### src/rtl/sme_job_sequencer.sv
// Host-side job sequencer for the string-matching engine: buffers one string and a
// queue of patterns, streams them serially to the engine and returns tagged results.
module sme_job_sequencer #(
    parameter int STR_MAX = 32,
    parameter int PAT_MAX = 9,
    parameter int MAX_PAT = 8,
    parameter int TIMEOUT = 1024
) (
    input  logic                       clk,
    input  logic                       reset,
    input  logic [7:0]                 host_char,
    input  logic                       host_str_wr,
    input  logic                       host_pat_wr,
    input  logic                       host_pat_end,
    input  logic                       host_go,
    output logic                       busy,
    output logic [7:0]                 chardata,
    output logic                       isstring,
    output logic                       ispattern,
    input  logic                       sme_valid,
    input  logic                       sme_match,
    input  logic [$clog2(STR_MAX)-1:0] sme_match_index,
    output logic                       res_valid,
    output logic [$clog2(MAX_PAT)-1:0] res_pat_id,
    output logic                       res_match,
    output logic [$clog2(STR_MAX)-1:0] res_index,
    output logic                       res_timeout,
    output logic                       done,
    output logic                       err_overflow
);
    localparam int SLW = $clog2(STR_MAX + 1);
    localparam int SAW = $clog2(STR_MAX);
    localparam int PLW = $clog2(PAT_MAX + 1);
    localparam int PAW = $clog2(PAT_MAX);
    localparam int PCW = $clog2(MAX_PAT + 1);
    localparam int IDW = $clog2(MAX_PAT);
    localparam int TCW = $clog2(TIMEOUT + 1);

    typedef enum logic [2:0] {S_IDLE, S_SEND_STR, S_SEND_PAT, S_WAIT, S_RESULT, S_FIN} state_t;

    state_t         r_state, w_state_nx;
    logic [SLW-1:0] r_idx, w_idx_nx;
    logic [IDW-1:0] r_job, w_job_nx;
    logic [TCW-1:0] r_cnt, w_cnt_nx;
    logic [7:0]     r_str_mem [STR_MAX];
    logic [7:0]     r_pat_mem [MAX_PAT][PAT_MAX];
    logic [SLW-1:0] r_str_len;
    logic [PCW-1:0] r_pat_cnt;
    logic [PLW-1:0] r_pat_len [MAX_PAT];
    logic           r_err, r_busy, r_done;
    logic           r_isstr, r_ispat, r_rv, r_rto, r_rm;
    logic [7:0]     r_char;
    logic [SAW-1:0] r_ri;
    logic [IDW-1:0] r_rid;
    logic           w_isstr_nx, w_ispat_nx, w_rv_nx, w_rto_nx, w_rm_nx;
    logic [7:0]     w_char_nx;
    logic [SAW-1:0] w_ri_nx;
    logic [PLW-1:0] w_cur_len;

    // Host load path; go wins over a same-cycle write.
    logic           w_load, w_str_we, w_pat_room, w_pat_acc, w_pat_we, w_drop;
    logic [IDW-1:0] w_wr_slot;
    logic [PLW-1:0] w_wr_len;

    assign w_load     = (r_state == S_IDLE) && !host_go;
    assign w_wr_slot  = r_pat_cnt[IDW-1:0];
    assign w_wr_len   = r_pat_len[w_wr_slot];
    assign w_str_we   = w_load && host_str_wr && (r_str_len < SLW'(STR_MAX));
    assign w_pat_room = r_pat_cnt < PCW'(MAX_PAT);
    assign w_pat_acc  = w_load && host_pat_wr && !host_str_wr && w_pat_room;
    assign w_pat_we   = w_pat_acc && (w_wr_len < PLW'(PAT_MAX));
    assign w_drop     = w_load && ((host_str_wr && !w_str_we) || (host_pat_wr && !w_pat_we));
    assign w_cur_len  = r_pat_len[r_job];

    always_ff @(posedge clk) begin
        if (w_str_we) r_str_mem[r_str_len[SAW-1:0]] <= host_char;
        if (w_pat_we) r_pat_mem[w_wr_slot][w_wr_len[PAW-1:0]] <= host_char;
    end

    always_ff @(posedge clk) begin
        if (reset) begin
            r_str_len <= '0;
            r_pat_cnt <= '0;
            r_err     <= 1'b0;
            for (int i = 0; i < MAX_PAT; i++) r_pat_len[i] <= '0;
        end else begin
            if (w_str_we) r_str_len <= r_str_len + SLW'(1);
            if (w_pat_we) r_pat_len[w_wr_slot] <= w_wr_len + PLW'(1);
            // An overflowing byte still closes its pattern when flagged as the end.
            if (w_pat_acc && host_pat_end) r_pat_cnt <= r_pat_cnt + PCW'(1);
            if (r_state == S_IDLE && host_go) r_err <= 1'b0;
            else if (w_drop)                  r_err <= 1'b1;
            if (r_state == S_FIN) begin
                r_pat_cnt <= '0;
                for (int i = 0; i < MAX_PAT; i++) r_pat_len[i] <= '0;
            end
        end
    end

    // Next-state logic also computes the next registered engine/result outputs.
    always_comb begin
        w_state_nx = r_state;
        w_idx_nx   = r_idx;
        w_job_nx   = r_job;
        w_cnt_nx   = r_cnt;
        w_isstr_nx = 1'b0;
        w_ispat_nx = 1'b0;
        w_char_nx  = '0;
        w_rv_nx    = 1'b0;
        w_rto_nx   = 1'b0;
        w_rm_nx    = 1'b0;
        w_ri_nx    = '0;
        case (r_state)
            S_IDLE: if (host_go) begin
                if (r_str_len == '0 || r_pat_cnt == '0) begin
                    w_state_nx = S_FIN;
                end else begin
                    w_state_nx = S_SEND_STR;
                    w_idx_nx   = '0;
                    w_job_nx   = '0;
                    w_isstr_nx = 1'b1;
                    w_char_nx  = r_str_mem[0];
                end
            end
            S_SEND_STR: begin
                if (r_idx == r_str_len - SLW'(1)) begin
                    w_state_nx = S_SEND_PAT;
                    w_idx_nx   = '0;
                    w_ispat_nx = 1'b1;
                    w_char_nx  = r_pat_mem[r_job][0];
                end else begin
                    w_idx_nx   = r_idx + SLW'(1);
                    w_isstr_nx = 1'b1;
                    w_char_nx  = r_str_mem[w_idx_nx[SAW-1:0]];
                end
            end
            S_SEND_PAT: begin
                if (r_idx == SLW'(w_cur_len) - SLW'(1)) begin
                    w_state_nx = S_WAIT;
                    w_cnt_nx   = '0;
                end else begin
                    w_idx_nx   = r_idx + SLW'(1);
                    w_ispat_nx = 1'b1;
                    w_char_nx  = r_pat_mem[r_job][w_idx_nx[PAW-1:0]];
                end
            end
            S_WAIT: begin
                if (sme_valid) begin
                    w_state_nx = S_RESULT;
                    w_rv_nx    = 1'b1;
                    w_rm_nx    = sme_match;
                    w_ri_nx    = sme_match ? sme_match_index : '0;
                end else if (r_cnt == TCW'(TIMEOUT - 1)) begin
                    w_state_nx = S_RESULT;
                    w_rv_nx    = 1'b1;
                    w_rto_nx   = 1'b1;
                end else begin
                    w_cnt_nx   = r_cnt + TCW'(1);
                end
            end
            S_RESULT: begin
                // The engine keeps its string, so later jobs send only the pattern.
                if (!r_rto && (PCW'(r_job) + PCW'(1) < r_pat_cnt)) begin
                    w_state_nx = S_SEND_PAT;
                    w_job_nx   = r_job + IDW'(1);
                    w_idx_nx   = '0;
                    w_ispat_nx = 1'b1;
                    w_char_nx  = r_pat_mem[r_job + IDW'(1)][0];
                end else begin
                    w_state_nx = S_FIN;
                end
            end
            S_FIN:   w_state_nx = S_IDLE;
            default: w_state_nx = S_IDLE;
        endcase
    end

    always_ff @(posedge clk) begin
        if (reset) begin
            r_state <= S_IDLE;
            r_idx   <= '0;
            r_job   <= '0;
            r_cnt   <= '0;
            r_isstr <= 1'b0;
            r_ispat <= 1'b0;
            r_char  <= '0;
            r_rv    <= 1'b0;
            r_rto   <= 1'b0;
            r_rm    <= 1'b0;
            r_ri    <= '0;
            r_rid   <= '0;
            r_busy  <= 1'b0;
            r_done  <= 1'b0;
        end else begin
            r_state <= w_state_nx;
            r_idx   <= w_idx_nx;
            r_job   <= w_job_nx;
            r_cnt   <= w_cnt_nx;
            r_isstr <= w_isstr_nx;
            r_ispat <= w_ispat_nx;
            r_char  <= w_char_nx;
            r_rv    <= w_rv_nx;
            r_rto   <= w_rto_nx;
            r_rm    <= w_rm_nx;
            r_ri    <= w_ri_nx;
            r_rid   <= w_rv_nx ? r_job : '0;
            r_busy  <= (w_state_nx == S_SEND_STR) || (w_state_nx == S_SEND_PAT) ||
                       (w_state_nx == S_WAIT)     || (w_state_nx == S_RESULT);
            r_done  <= (r_state == S_FIN);
        end
    end

    assign busy         = r_busy;
    assign chardata     = r_char;
    assign isstring     = r_isstr;
    assign ispattern    = r_ispat;
    assign res_valid    = r_rv;
    assign res_pat_id   = r_rid;
    assign res_match    = r_rm;
    assign res_index    = r_ri;
    assign res_timeout  = r_rto;
    assign done         = r_done;
    assign err_overflow = r_err;
endmodule

### config.mk
export PLATFORM = sky130hd
export DESIGN_NAME = sme_job_sequencer
export DESIGN_NICKNAME = d
export VERILOG_FILES = /design/src/rtl/sme_job_sequencer.sv
export SDC_FILE = /design/constraint.sdc
export NUM_CORES = 1
export LEC_CHECK = 0
export ABC_CLOCK_PERIOD_IN_PS = 9050
export CAP_MARGIN = 20
export CORE_MARGIN = 4
export CORE_UTILIZATION = 55
export DETAILED_ROUTE_END_ITERATION = 10
export GPL_TIMING_DRIVEN = 0
export PLACE_DENSITY = 0.71
export SETUP_SLACK_MARGIN = 0.05
export SKIP_LAST_GASP = 1
export SYNTH_ARGS = -nofsm -noshare
export SYNTH_HDL_FRONTEND = slang
export SYNTH_SLANG_ARGS = --single-unit
### constraint.sdc
create_clock -name clk -period 9.05 [get_ports clk]
set_input_delay 0.905 -clock clk [delete_from_list [all_inputs] [get_ports clk]]
set_output_delay 0.905 -clock clk [all_outputs]
set_load 0.01 [all_outputs]
# After elaboration in Yosys (flattened, before gate mapping)
# Memory sizes are Yosys's and may differ from the RTL's. A register that Yosys moved wholly into a read port is not among the register bits.
# Index checks and enable logic that the tools add are counted.
# Widths: inputs -> output; s select.
# word_totals
ff_bits,57
ramBits,864
input_bits,21
memories,3
# classes
add_sub_neg,9
n_lt_le_gt_ge,7
eq_ne,19
mux,72
bitwise,14
reduce_logical,40
# memory_table
name,words,width,read_ports,rd_clocked_by_memory_dff,wr,line_no,rtl
r_pat_mem,8,72,2,1,1,46,logic [7:0] r_pat_mem [MAX_PAT][PAT_MAX];
r_str_mem,32,8,2,0,1,45,logic [7:0] r_str_mem [STR_MAX];
r_pat_len,8,4,2,2,8,49,logic [PLW-1:0] r_pat_len [MAX_PAT];
# ops
op,n
$mux 72,1
$mux 8,8
$mux 3,17
$mux 4,9
$mux 11,3
$bmux 8 s4,1
$demux 8 s4,1
$pmux 8 s4,1
$mux 6,5
$pmux 6 s4,1
$pmux 11 s2,1
$mux 1,20
$pmux 3 s5,1
$logic_and 1x1->1,14
$ne 2x2->1 const B,7
$add 6x1->6 const B,2
$eq 3x2->1 const B,4
$eq 6x6->1,2
$add 11x1->11 const B,1
$eq 11x10->1 const B,1
$ge 5x5->1 const B,2
$not 4->5,2
$eq 3x3->1 const B,3
$add 4x1->4 const B,2
other kinds (26),52

# Depth between registers and ports, before layout
# Gate-level depths: netlist of run 1.
# depth
depth_word,11
mapped_depth,13
ltp_nobuf,10

# Worst setup path after synthesis of run 1
# OpenSTA, ideal clock, no wires.
# synth_timing
path_kind,flip-flop to flip-flop
from,reg r_job[1]
to,reg r_idx[3]
setup_ns,0.116
t_arrival_ns,3.135
required_ns,8.934
path_slack_ns,5.798
path_stages_with_launch,10
n_path_buf,0
cell_sequence,dfxtp_1 ha_1 xor2_1 ha_1 o21a_1 o21a_1 nor4_2 nor2_1 o31a_1 o211a_1
# synth_via
elab_chain_cells,5
# synth_rtl
element,line_no,rtl
start: declaration,43,"logic [IDW-1:0] r_job, w_job_nx;"
start signal: assignment,197,r_job <= w_job_nx;
$add 3x1->4,163,if (!r_rto && (PCW'(r_job) + PCW'(1) < r_pat_cnt)) begin
$lt 4x4->1,163,
$logic_and 1x1->1,163,
$ne 2x2->1 (no line),-,
$reduce_and 5->1 (no line),-,
end signal: assignment,196,r_idx <= w_idx_nx;
end: declaration,42,"logic [SLW-1:0] r_idx, w_idx_nx;"
# Every way passes these cells.
# A chain may end at the register's enable or synchronous reset.

==> impl_metrics.toml, run 1 <==
[worst_setup_path]
cp.buffers_inverters = 1
cp_data_required_time_ps = 9320
cp-start-kind = "flop"
slowest_delay_ps = 780
cp_max_fo = 8
critPathTopFamily = "simple AND/OR/NAND/NOR gates"
crit_chain = "clkbuf_1, mux4_2, mux2i_1, ha_1, a21oi_1, nor2b_1, nand3_1, nor2_1"
crit_slowest_cell = "nor2_1"
worst_ep_arrival_time_ps = 4430
end_kind = "flop"
critical_path_class = "flop to flop"

[layout]
syn_to_final_growth_pct = 13.0
drive_gt1_share_pct = 21.7
final_nets = 2152
seq_area_sq_um = 27200
multi_input_area_sq_um = 9900
design_area_sq_um = 42500
n_antenna_cell = 0
fillers = 4668
fin_cells = 3061

[pwr]
p_leak_nw = 13.0
p_int_mw = 7.22
p_clk_share_pct = 43.1
power_frac_comb_pct = 5.4
powerDensity_nw_per_um2 = 216
vdd_drop_max_mv = 0.208
sw_frac_of_total_pct = 21.2
switching_power_mw = 1.94
pwr-share-seq_pct = 51.4

[placed_design]
dp_hpwl_microns = 57500
dpl-instance-area_sq_um = 39300
place_congestion = 0.883
io_buffers = 44
placed_cells = 2890

[clock_network]
post_cts_buffers = 0
clockRootBuffer = "clkbuf_16"
h-tree-depth = 3
clkSinkCount = 927
cts_tree = "done"
post_cts_resized = 0
cts_made_buffers = 93
ctsHoldBuffers = 0
cts_max_path_buffers = 3
cts.clk_slew.worst_paths_ps = 60
insertion_delay_ps = 670

[sta]
slew_headroom_pct = 21.2
period_share_pct = 46.0
min_period_ps = 4170
slew_viol_final = 0
setup_viol = 0
fin_setup_tns_ps = 0
hold_viol = 0
timing.fmax_mhz = 240
worst_slew_pin_slew_ps = 1180
fin_hold_ws_ps = 473
skew_ps = 31.2
rsz0062_at_grt = "no"

[floorplanning]
coreArea_sq_um = 67500
rows = 95
io_pins = 45
die_h_microns = 269
dieArea_sq_um = 72600
dieWidth_microns = 269
start_util_pct = 55.7

[logic_synthesis]
postSynth.asyncResetShare_pct = 0
synth_top_area_share_pct = 69.0
synth-edff-count = 864
ys_types = 63
synthTopCellsByArea = "edfxtp_1 69%, mux4_2 15%, dfxtp_1 3.4%, nor2_1 2.2%, mux2i_1 2.2%"
ys_seq_area_share_pct = 72.4
netlist_instances = 1965
yosysWarnings = 0
yosysTopAreaCell = "edfxtp_1"
avgSynthCellArea_sq_um = 19.1
synthesis.area_sq_um = 37600
yosys_register_bits = 927
yosys_most_used_dff = "edfxtp_1"
synth_nets = 2004

[global_routing]
first_global_vias = 19969
track_usage_pct = 24.1
antenna_found_initial = 0
overflow = 0
grt_pass1_wl_microns = 131000
grt_max_degree = 101

[detailed_routing]
first_pass_iters = 5
wl_per_cell_microns = 28.6
drtAntennaViolNets = 0
drt_drc_violations_left = 0
wl_microns = 87400
drt_iter0_markers = 2247
num_vias = 19697
viasPerCell = 6.43

[status]
status = "completed"

[flow_run]
maxCapViolCount = 0

[hold_path]
hp-class = "flop to flop"
## cells in the mapped netlist, types with 20 or more instances
cell type / n
a21oi_1: 21
nor2_1: 224
o21ai_0: 22
nand3_1: 26
clkbuf_1: 65
edfxtp_1: 864
buf_2: 30
mux4_2: 255
nand2_1: 49
xnor2_1: 20
mux2i_1: 83
dfxtp_1: 63
## power by group through the flow
stage / combinational [mW] / sequential [mW] / clock, mW
5_1_grt: 0.525 / 4.71 / 4.18
4_1_cts: 0.494 / 4.71 / 3.99
3_3_place_gp: 0.466 / 4.82 / 0
2_1_floorplan: 0.269 / 4.80 / 0
3_5_place_dp: 0.491 / 4.80 / 0
6_report: 0.496 / 4.71 / 3.95
## worst paths after layout
path / startpoint / endpoint / slack, ps / cells past startpoint
min: r_cnt[10] / r_cnt[10] / 470 / 2
max reg2reg: flop / r_pat_mem[0][2] / 4880 / 8
max: flop / r_pat_mem[0][2] / 4880 / 8
min reg2reg: r_cnt[10] / r_cnt[10] / 470 / 2
## logic make-up after synthesis
kind of cell | after synthesis | synth area share, %
adders and majority gates | 18 | 0.599
muxes | 348 | 17.8
xor gates and xnor gates | 31 | 0.722
DFF | 927 | 72.4
and+or+nand+nor | 384 | 4.63
AOI/OAI and AO/OA | 137 | 2.54
buffers and inverters | 120 | 1.35
## cells in the final DEF (no fill, tap or decap), types with 9 or more instances in the layout
cell and n:
buf_4 11, edfxtp_1 864, xnor2_1 20, ha_1 18
o31ai_1 14, nand3_1 26, a21oi_1 21, nand2_1 49
clkdlybuf4s50_1 36, buf_2 30, nor2b_1 15, o21ai_0 22
inv_1 14, nand3b_1 9, clkbuf_16 94, o22ai_1 14
nor2_1 224, clkinv_2 12, clkbuf_1 80, dfxtp_1 63
clkinv_1 18, o2111ai_1 10, xor2_1 9, bufinv_16 13
mux2i_1 83, mux2_2 10, mux4_2 255
## stage by stage
| step | util, % | worst slack (ps) | total power, mW |
|---|---|---|---|
| 6_report | 62.9 | 4880 | 9.16 |
| 5_1_grt | 62.9 | 4650 | 9.42 |
| 3_3_place_gp | 58.0 | 4190 | 5.29 |
| 3_5_place_dp | 58.3 | 4760 | 5.29 |
| 4_1_cts | 62.9 | 4810 | 9.20 |
| 2_1_floorplan | - | 5800 | 5.07 |
## area by class of cell
cell class | count | share of cell area [%]
Sequential cell | 927 | 64.0
Clock buffer | 114 | 5.83
Timing Repair Buffer | 53 | 1.54
Multi-Input combinational cell | 918 | 23.3
Tap cell | 873 | 2.57
Clock inverter | 56 | 1.57
Inverter | 14 | 0.124
Buffer | 106 | 1.07
## tightest hold or removal path, delay by kind of cell, from the launching register on
kind,cells,cell delay (ps)
compound gates,1,40
flops,1,330
simple gates,1,60
## sequential cells by signal, summed over array words and instances (netlist names), 3 cells and up, named ones only
| register | count |
|---|---|
| r_pat_mem | 576 |
| r_str_mem | 256 |
| r_pat_len | 32 |
| r_cnt | 11 |
| chardata | 8 |
| r_idx | 6 |
| r_str_len | 6 |
| res_index | 5 |
| r_pat_cnt | 4 |
| r_job | 3 |
| r_state | 3 |
| res_pat_id | 3 |
## layer usage
layer	up-vias	track usage, %	routed length (microns)
li1	8287	-	-
met1	10336	33.0	33600
met2	915	40.7	44600
met3	159	3.97	6600
met4	0	6.89	2560
met5	-	0	0
Power figures use the tool's default switching activity.
==> run 2, diff against run 1 <==
ABC_CLOCK_PERIOD_IN_PS = 4200   (was 9050)
clock period = 4.2 ns   (was 9.05 ns; I/O delays follow)
==> impl_metrics.toml, run 2 (synthesized netlist as in run 1, its figures left out) <==
[status]
status = "completed"

[placed_design]
place_congestion = 0.883
dpl_worst_slack_ps = -17.5
dpl-instance-area_sq_um = 39300
io_buffers = 44
dp_hpwl_microns = 57500

[clock_network]
cts_tree = "done"
clkSinkCount = 927
cts_max_path_buffers = 3
cts.clk_slew.worst_paths_ps = 60
h-tree-depth = 3
clockRootBuffer = "clkbuf_16"
cts_made_buffers = 93
insertion_delay_ps = 670

[global_routing]
grt_max_degree = 101
first_global_vias = 19978
overflow = 0
grt_pass1_wl_microns = 131000
antenna_found_initial = 0
track_usage_pct = 24.1

[pwr]
power_mw = 19.7
powerDensity_nw_per_um2 = 463
p_leak_nw = 13.0
vdd_drop_max_mv = 0.449

[detailed_routing]
wl_microns = 87300
wl_per_cell_microns = 28.5
drtAntennaViolNets = 0
drt_iter0_markers = 2257
drt_drc_violations_left = 0
viasPerCell = 6.40
first_pass_iters = 6
num_vias = 19595

[floorplanning]
dieArea_sq_um = 72600
coreArea_sq_um = 67500
io_pins = 45
die_h_microns = 269
start_util_pct = 55.7
rows = 95
dieWidth_microns = 269

[worst_setup_path]
slowest_delay_ps = 730
cp_max_fo = 8
regToRegSetupSlack_ps = 200
cp-start-kind = "flop"
worst_ep_arrival_time_ps = 4280
cp_data_required_time_ps = 4480
crit_slowest_cell = "o21ai_0"
critical_path_class = "flop to flop"
critPathTopFamily = "multiplexers"
r2r_end = "r_pat_len[5][3]"
crit_chain = "clkbuf_1, mux4_2, mux2i_1, ha_1, a21oi_1, nor2b_1, nand2_1, o21ai_0"
cp.buffers_inverters = 1
end_kind = "flop"
rr_worst_depth = 8

[layout]
fin_util_pct = 63.1
seq_area_sq_um = 27200
largest_reg_flops = 576
layout_commonest_cell = "edfxtp_1"
n_antenna_cell = 0
final_nets = 2153
drive_gt1_share_pct = 22.2
fillers = 4661
final_cell_mix = "864 x edfxtp_1, 255 x mux4_2, 216 x nor2_1"
syn_to_final_growth_pct = 13.3
multi_input_area_sq_um = 9970
design_area_sq_um = 42600

[sta]
rsz0062_at_grt = "yes"
slew_headroom_pct = 16.4
fin_ws_ps = 205
min_period_ps = 4000
period_share_pct = 95.1
skew_ps = 36.0
worst_slew_pin_slew_ps = 1250
setup_viol = 0
slew_viol_final = 0
hold_viol = 0
timing.fmax_mhz = 250

[hold_path]
min-delay-start = "host_char[7]"
min_path_cells = 1
holdPathEnd = "r_pat_mem[5][47]"
hp-class = "input port to flop"

[flow_run]
maxCapViolCount = 0
-- run 2: worst max path at each step --
stage	endpoint	start	depth (start not counted)	slack, ps
final	r_pat_len[5][3]	flop	8	200
after global routing	r_pat_len[5][0]	flop	8	30
after CTS	r_pat_mem[0][3]	flop	8	4
after detailed placement	r_pat_mem[4][5]	flop	8	-20
after global placement	r_pat_mem[6][20]	host_char[4]	1	-170
after floorplan	r_idx[3]	r_job[1]	9	950
-- run 2: timing repair --
action,4_1_cts,5_1_grt
cloned,0,0
endpoints found under the setup margin,44,74
buffers inserted,0,0
gates resized for setup,1,23
hold endpoints to repair,4,0
hold buffers,1,0
-- run 2: final cells by class --
| cell class | instances | area share, % |
|---|---|---|
| buffer | 106 | 1.07 |
| inverter | 14 | 0.123 |
| timing repair buffer | 54 | 1.56 |
| sequential | 927 | 63.9 |
| clock inverter | 56 | 1.56 |
| multi-input combinational | 918 | 23.4 |
| clock buffer | 114 | 5.82 |
| tap | 873 | 2.56 |
-- run 2: worst register-to-register path, delay by kind of cell, from the launching register on --
family | cells | cell delay (ps)
and+or+nand+nor | 2 | 440
AOI/OAI and AO/OA | 2 | 830
buffers and inverters | 1 | 540
adders and majority gates | 1 | 280
muxes | 2 | 1220
DFF | 1 | 310
-- run 2: metal layers --
metal  up-vias  global-route usage [%]  part of all wire, %
met5         -                       0                    0
met4         0                    6.89                  2.9
met3       162                    3.97                  7.6
met2       934                    40.7                   51
met1     10207                    33.0                   38
li1       8292                       -                    -
-- run 2: per-stage QoR --
step / std cells / hold WS, ps / setup TNS (ps)
finish: 3062 / 123 / 0
detailed placement: 2890 / 461 / -137
global route: 3062 / 101 / 0
global placement: 2882 / 467 / -31950
CTS: 3061 / 89.9 / 0
floorplan: 1965 / 435 / 0
-- run 2: power by group --
part | switching, mW | internal [mW]
combinational | 0.663 | 0.409
clock | 3.49 | 5.01
sequential | 0.0271 | 10.1
